$ cat config.mk
export PLATFORM = sky130hd
export DESIGN_NAME = umi_sync_fifo
export DESIGN_NICKNAME = d
export VERILOG_FILES = /design/src/rtl/umi_sync_fifo.sv
export SDC_FILE = /design/constraint.sdc
export NUM_CORES = 2
export LEC_CHECK = 0
export CORE_AREA = 2 2 529 531
export CTS_BUF_LIST = sky130_fd_sc_hd__clkbuf_16
export CTS_CLUSTER_DIAMETER = 40
export DETAILED_ROUTE_END_ITERATION = 10
export DIE_AREA = 0 0 531 533
export GPL_TIMING_DRIVEN = 1
export SKIP_LAST_GASP = 1
export SYNTH_ARGS = -nofsm -noshare
export SYNTH_HDL_FRONTEND = slang
export SYNTH_SLANG_ARGS = --single-unit
export TNS_END_PERCENT = 50
$ cat constraint.sdc
create_clock -name clk -period 23.8 [get_ports clk]
set_clock_uncertainty 0.2 [all_clocks]
set_input_delay 7.14 -clock clk [delete_from_list [all_inputs] [get_ports clk]]
set_output_delay 7.14 -clock clk [all_outputs]
set_load 0.03 [all_outputs]
$ cat src/rtl/umi_sync_fifo.sv
// umi_sync_fifo: single-clock first-word-fall-through FIFO for full UMI packets.
// Optional feature macro: UMI_FIFO_BYPASS_EN (zero-latency pass-through when empty).
module umi_sync_fifo #(
    parameter        TARGET = "DEFAULT",
    parameter int    DEPTH  = 4,
    parameter int    CW     = 32,
    parameter int    AW     = 64,
    parameter int    DW     = 512
) (
    input  logic                       clk,
    input  logic                       nreset,
    output logic                       fifo_full,
    output logic                       fifo_empty,
    output logic [$clog2(DEPTH):0]     fifo_count,
    input  logic                       umi_in_valid,
    input  logic [CW-1:0]              umi_in_cmd,
    input  logic [AW-1:0]              umi_in_dstaddr,
    input  logic [AW-1:0]              umi_in_srcaddr,
    input  logic [DW-1:0]              umi_in_data,
    output logic                       umi_in_ready,
    output logic                       umi_out_valid,
    output logic [CW-1:0]              umi_out_cmd,
    output logic [AW-1:0]              umi_out_dstaddr,
    output logic [AW-1:0]              umi_out_srcaddr,
    output logic [DW-1:0]              umi_out_data,
    input  logic                       umi_out_ready
);

    localparam int IW = $clog2(DEPTH);   // index bits
    localparam int PW = IW + 1;          // pointer bits, MSB is the wrap bit
    localparam int WW = CW + AW + AW + DW;

    logic [PW-1:0] wr_ptr_q, wr_ptr_d;
    logic [PW-1:0] rd_ptr_q, rd_ptr_d;
    logic          ready_en_q, ready_en_d;
    logic [WW-1:0] mem_q [DEPTH];

    logic          empty, full;
    logic          wr_en, rd_en, bypass;
    logic [WW-1:0] in_word, head_word, out_word;

    assign in_word   = {umi_in_cmd, umi_in_dstaddr, umi_in_srcaddr, umi_in_data};
    assign head_word = mem_q[rd_ptr_q[IW-1:0]];

    assign empty = (wr_ptr_q == rd_ptr_q);
    assign full  = (wr_ptr_q[IW] != rd_ptr_q[IW]) && (wr_ptr_q[IW-1:0] == rd_ptr_q[IW-1:0]);

    assign fifo_empty   = empty;
    assign fifo_full    = full;
    assign fifo_count   = wr_ptr_q - rd_ptr_q;
    // Ready is a function of state only so no combinational path from umi_out_ready.
    assign umi_in_ready = ready_en_q & ~full;

`ifdef UMI_FIFO_BYPASS_EN
    // When empty, the incoming packet is shown directly; if consumed this cycle it is never stored.
    assign bypass        = empty & umi_in_valid & umi_out_ready;
    assign umi_out_valid = ~empty | (umi_in_valid & ready_en_q);
    assign out_word      = empty ? in_word : head_word;
    assign rd_en         = ~empty & umi_out_ready;
`else
    assign bypass        = 1'b0;
    assign umi_out_valid = ~empty;
    assign out_word      = head_word;
    assign rd_en         = umi_out_valid & umi_out_ready;
`endif

    assign wr_en = umi_in_valid & umi_in_ready & ~bypass;

    assign {umi_out_cmd, umi_out_dstaddr, umi_out_srcaddr, umi_out_data} = out_word;

    // Next-state for pointers and the post-reset ready enable.
    always_comb begin
        wr_ptr_d   = wr_ptr_q;
        rd_ptr_d   = rd_ptr_q;
        ready_en_d = 1'b1;
        if (wr_en) wr_ptr_d = wr_ptr_q + {{(PW-1){1'b0}}, 1'b1};
        if (rd_en) rd_ptr_d = rd_ptr_q + {{(PW-1){1'b0}}, 1'b1};
    end

    // Control state; async reset discards all entries by collapsing the pointers.
    always_ff @(posedge clk or negedge nreset) begin
        if (!nreset) begin
            wr_ptr_q   <= '0;
            rd_ptr_q   <= '0;
            ready_en_q <= 1'b0;
        end else begin
            wr_ptr_q   <= wr_ptr_d;
            rd_ptr_q   <= rd_ptr_d;
            ready_en_q <= ready_en_d;
        end
    end

    // Packet storage, intentionally not reset.
    always_ff @(posedge clk) begin
        if (wr_en) mem_q[wr_ptr_q[IW-1:0]] <= in_word;
    end

endmodule

==> results.md <==
* Share of flip-flops with an asynchronous set or reset at 0.260%
* Post-Layout Cell Count at about 9,300
* Area leader, netlist: edfxtp_1
* Drt total wl at 248,000 um
* Hold Buf Count CTS at 0
* Via-to-Cell Ratio at between 4 and 5
* Drt initial violations at 2,858
* Final Hold Fails at 0
* Clock Tree Buf Depth at 4
* Antenna violations before repair at 120
* Slowest CP cell: buf_4
* I/O pin total at 1,355
* CP Capture Type: primary output
* Crit-path cells: buf_4 -> buf_4 -> buf_4 -> buf_4 -> mux4_2 -> clkdlybuf4s50_1
* DRT Pass-1 Iters at 5
* Synth area leaders: edfxtp_1 (82%), mux4_2 (15%), buf_12 (1.5%), buf_2 (0.35%), dfrtp_1 (0.18%)
* Post-cts sizing count at 0
* Tmin final at 13.64 ns
* Most common cell in the netlist: edfxtp_1
* Measured slew at the worst slew-check pin at about 1.1 ns
* Final max-slew violation count at 0
* Arr. time, crit path at 6.30 ns
* GRT Util Overall at between 10% and 20%
* Largest net degree at the start of global routing at 140
* IO buf count at 1,354
* Post-Place Setup Slack at around 11 ns
* P_leak at 0.0407 uW
* Hold depth at 2
* Buf/Inv on CP at 5
* Share of the synthesized area in the top cell type at 82.2%
* Cell repeated most along the worst path: buf_4
* CTS tree: done
* Layout cell share with drive strength beyond 1 at 24.1%
* Yosys reg bits at between 2,000 and 3,000
* Layout area overhead at 30.0%
* Crit path largest cell delay at between 0.8 and 0.9 ns
* Site Rows at 194
* Ys flop type: edfxtp_1
* Placed insts at ~8,500
* CP max FO at 58
* Fin nets at slightly below 6,000
* Post-DP HPWL at about 160,000 um
* Slew margin rel. at about 27%
* Final Cycle Share at a little under three fifths
* Vias at 45,400
* Synth Warn # at 0
* Worst path top cell family by delay: buffers and inverters
* EDFF count, synth at roughly 2,700
* Unrepaired setup endpoints after global routing: no
* Worst-Skew Late Latency at between 0.8 and 0.9 ns
* Crit path launch type: flop
* Total power at 17,200 uW
* Post-synthesis net count at approximately 4,200
* Vias in the first global route at 47,400
* Core area at between 200,000 and 300,000 um2
* Synthesized area per cell at between 20 and 30 um2
* H-tree levels at 5
* Inserted Clock Buffers at between 300 and 400
* First-pass GRT wire length at approximately 350,000 um
* Outcome: complete, no violations
* Max Fclk at approximately 0.073 GHz
* Worst reg-to-reg path cell count at 9
* Die Span X at roughly 530 um
* Total grt overflow at 0
* Register area share after synthesis at about 80%
* WHS Endpoint: rd_ptr_q[2]$_DFFE_PN0P_
* Pwr dens at between 100 and 150 nW/um2
* R2r endpoint: mem_q[1][414]$_DFFE_PP_
* Multi-input gate area at between 15,000 and 20,000 um2
* Synth cell count leaders: edfxtp_1 (2,688), mux4_2 (672), buf_12 (74)
* Post-CTS Setup Repair Bufs at 0
* Fin Setup TNS at 0 ns
* Die height at around 530 um
* Yosys cell types at 24
* Final Wtd Congestion at approximately 0.79
* Clock slew at reported path FFs at approximately 0.05 ns
* Max cap viols at 0
* Initial Utilization at between 30% and 40%
* Worst hold start: rd_ptr_q[2]$_DFFE_PN0P_
* Worst hold path class: reg2reg
* Total clock sinks at ~2,700
* Post-Synthesis Cell Area at just under 100,000 um2
* Filler cells at approximately 23,000
* Die area at between 200,000 and 300,000 um2
* ANT nets after route at 0
* Final setup vio count at 0
* Critical Path RT at 16.46 ns
* DRC at 0
* CP Class: reg2out
* Avg WL per Cell at around 27 um
* Post-route setup slack at 10.16 ns
* Peak supply drop at 92.6 uV
* R2R Setup Slk at ~16 ns
* Reg area at between 80,000 and 90,000 um2
* Gate Count Post-Synth at around 3,600
* R2R Path Start: rd_ptr_q[0]$_DFFE_PN0P_
* CTS root buffer: clkbuf_16
worst max-delay path by stage:
stage,from,end,slack [ns],depth (start not counted)
after global placement,umi_in_valid,mem_q[1][315]$_DFFE_PP_,10.75,8
after CTS,rd_ptr_q[0]$_DFFE_PN0P_,umi_out_srcaddr[20],9.79,6
after detailed placement,umi_in_valid,mem_q[1][445]$_DFFE_PP_,10.69,8
after global routing,rd_ptr_q[0]$_DFFE_PN0P_,umi_out_dstaddr[42],9.54,6
after floorplan,umi_in_valid,mem_q[1][0]$_DFFE_PP_,-0.17,3
final,rd_ptr_q[1]$_DFFE_PN0P_,umi_out_data[312],10.16,6
final cells by class:
type / count / area share [%]
well taps: 3724 / 3.65
clock buffers: 365 / 7.16
repair buffers: 1415 / 11.1
flip-flops and latches: 2695 / 63.4
multi-input cells: 708 / 12.1
diodes: 47 / 0.0922
clock inverters: 298 / 2.50
inverters: 7 / 0.0206
worst reg2reg max path, delay by kind of cell, from the launching register on:
| kind | cells | cell delay (ns) |
|---|---|---|
| AOI/OAI and AO/OA | 1 | 0.43 |
| adders and majority gates | 1 | 0.48 |
| buffers and inverters | 5 | 4.00 |
| DFF | 1 | 0.93 |
| and+or+nand+nor | 2 | 1.10 |
placed cells by master, fill, tap and decap left out, types with 2 or more instances in the layout:
master           synthesis  final
edfxtp_1              2688   2688
clkdlybuf4s50_1          0   1354
mux4_2                 672    672
clkbuf_16                0    365
clkinv_2                 0     56
buf_4                    0     48
diode_2                  0     47
inv_1                    7     47
bufinv_16                0     43
clkinv_1                 0     40
clkinvlp_4               0     39
clkinv_4                 0     31
inv_6                    0     24
buf_12                  74     13
clkinv_16                0     10
inv_16                   0      8
ha_1                     7      7
inv_8                    0      6
nand2_1                  5      5
dfrtp_1                  7      5
xnor2_1                  4      4
and2_4                   0      4
o21ai_0                  2      2
mux2_2                   2      2
nor3_1                   2      2
dfrtp_4                  0      2
metal layers:
| metal | wire length, um | global-route usage, % | vias up |
|---|---|---|---|
| li1 | - | - | 19000 |
| met1 | 90600 | 19.7 | 24000 |
| met2 | 121000 | 27.6 | 1820 |
| met3 | 29800 | 8.42 | 494 |
| met4 | 6290 | 5.38 | 96 |
| met5 | 617 | 0 | - |
cells by family after synthesis:
family / Yosys count / share of synthesized area [%]
buffers and inverters: 157 / 1.92
adder cells (fa/ha/maj): 8 / 0.110
XOR/XNOR: 5 / 0.0446
other: 1 / 0.00382
AND/OR/NAND/NOR: 15 / 0.0764
multiplexers: 675 / 15.4
flip-flops: 2695 / 82.4
AO/OA/AOI/OAI: 4 / 0.0242
where the power goes:
group          internal, uW  leakage [uW]  switching (uW)  total [uW]
Sequential             5840        0.0245             133        5970
Combinational          2400        0.0101            3450        5840
Clock                  3310       0.00608            2090        5390
registers in the layout, indices dropped and copies added (netlist names):
name and cells:
wr_ptr_q 3, mem_q 2688, rd_ptr_q 3, ready_en_q 1
per-stage QoR:
step                      utilization (%)  hold slack [ns]  cell area [um2]
final                                45.9            0.387           128000
after global routing                 45.9            0.444           128000
after CTS                            45.9            0.387           128000
after detailed placement             41.4            0.374           115000
after global placement               41.4            0.367           115000
after floorplan                         -            0.338            98200
Power figures use the tool's default switching activity.
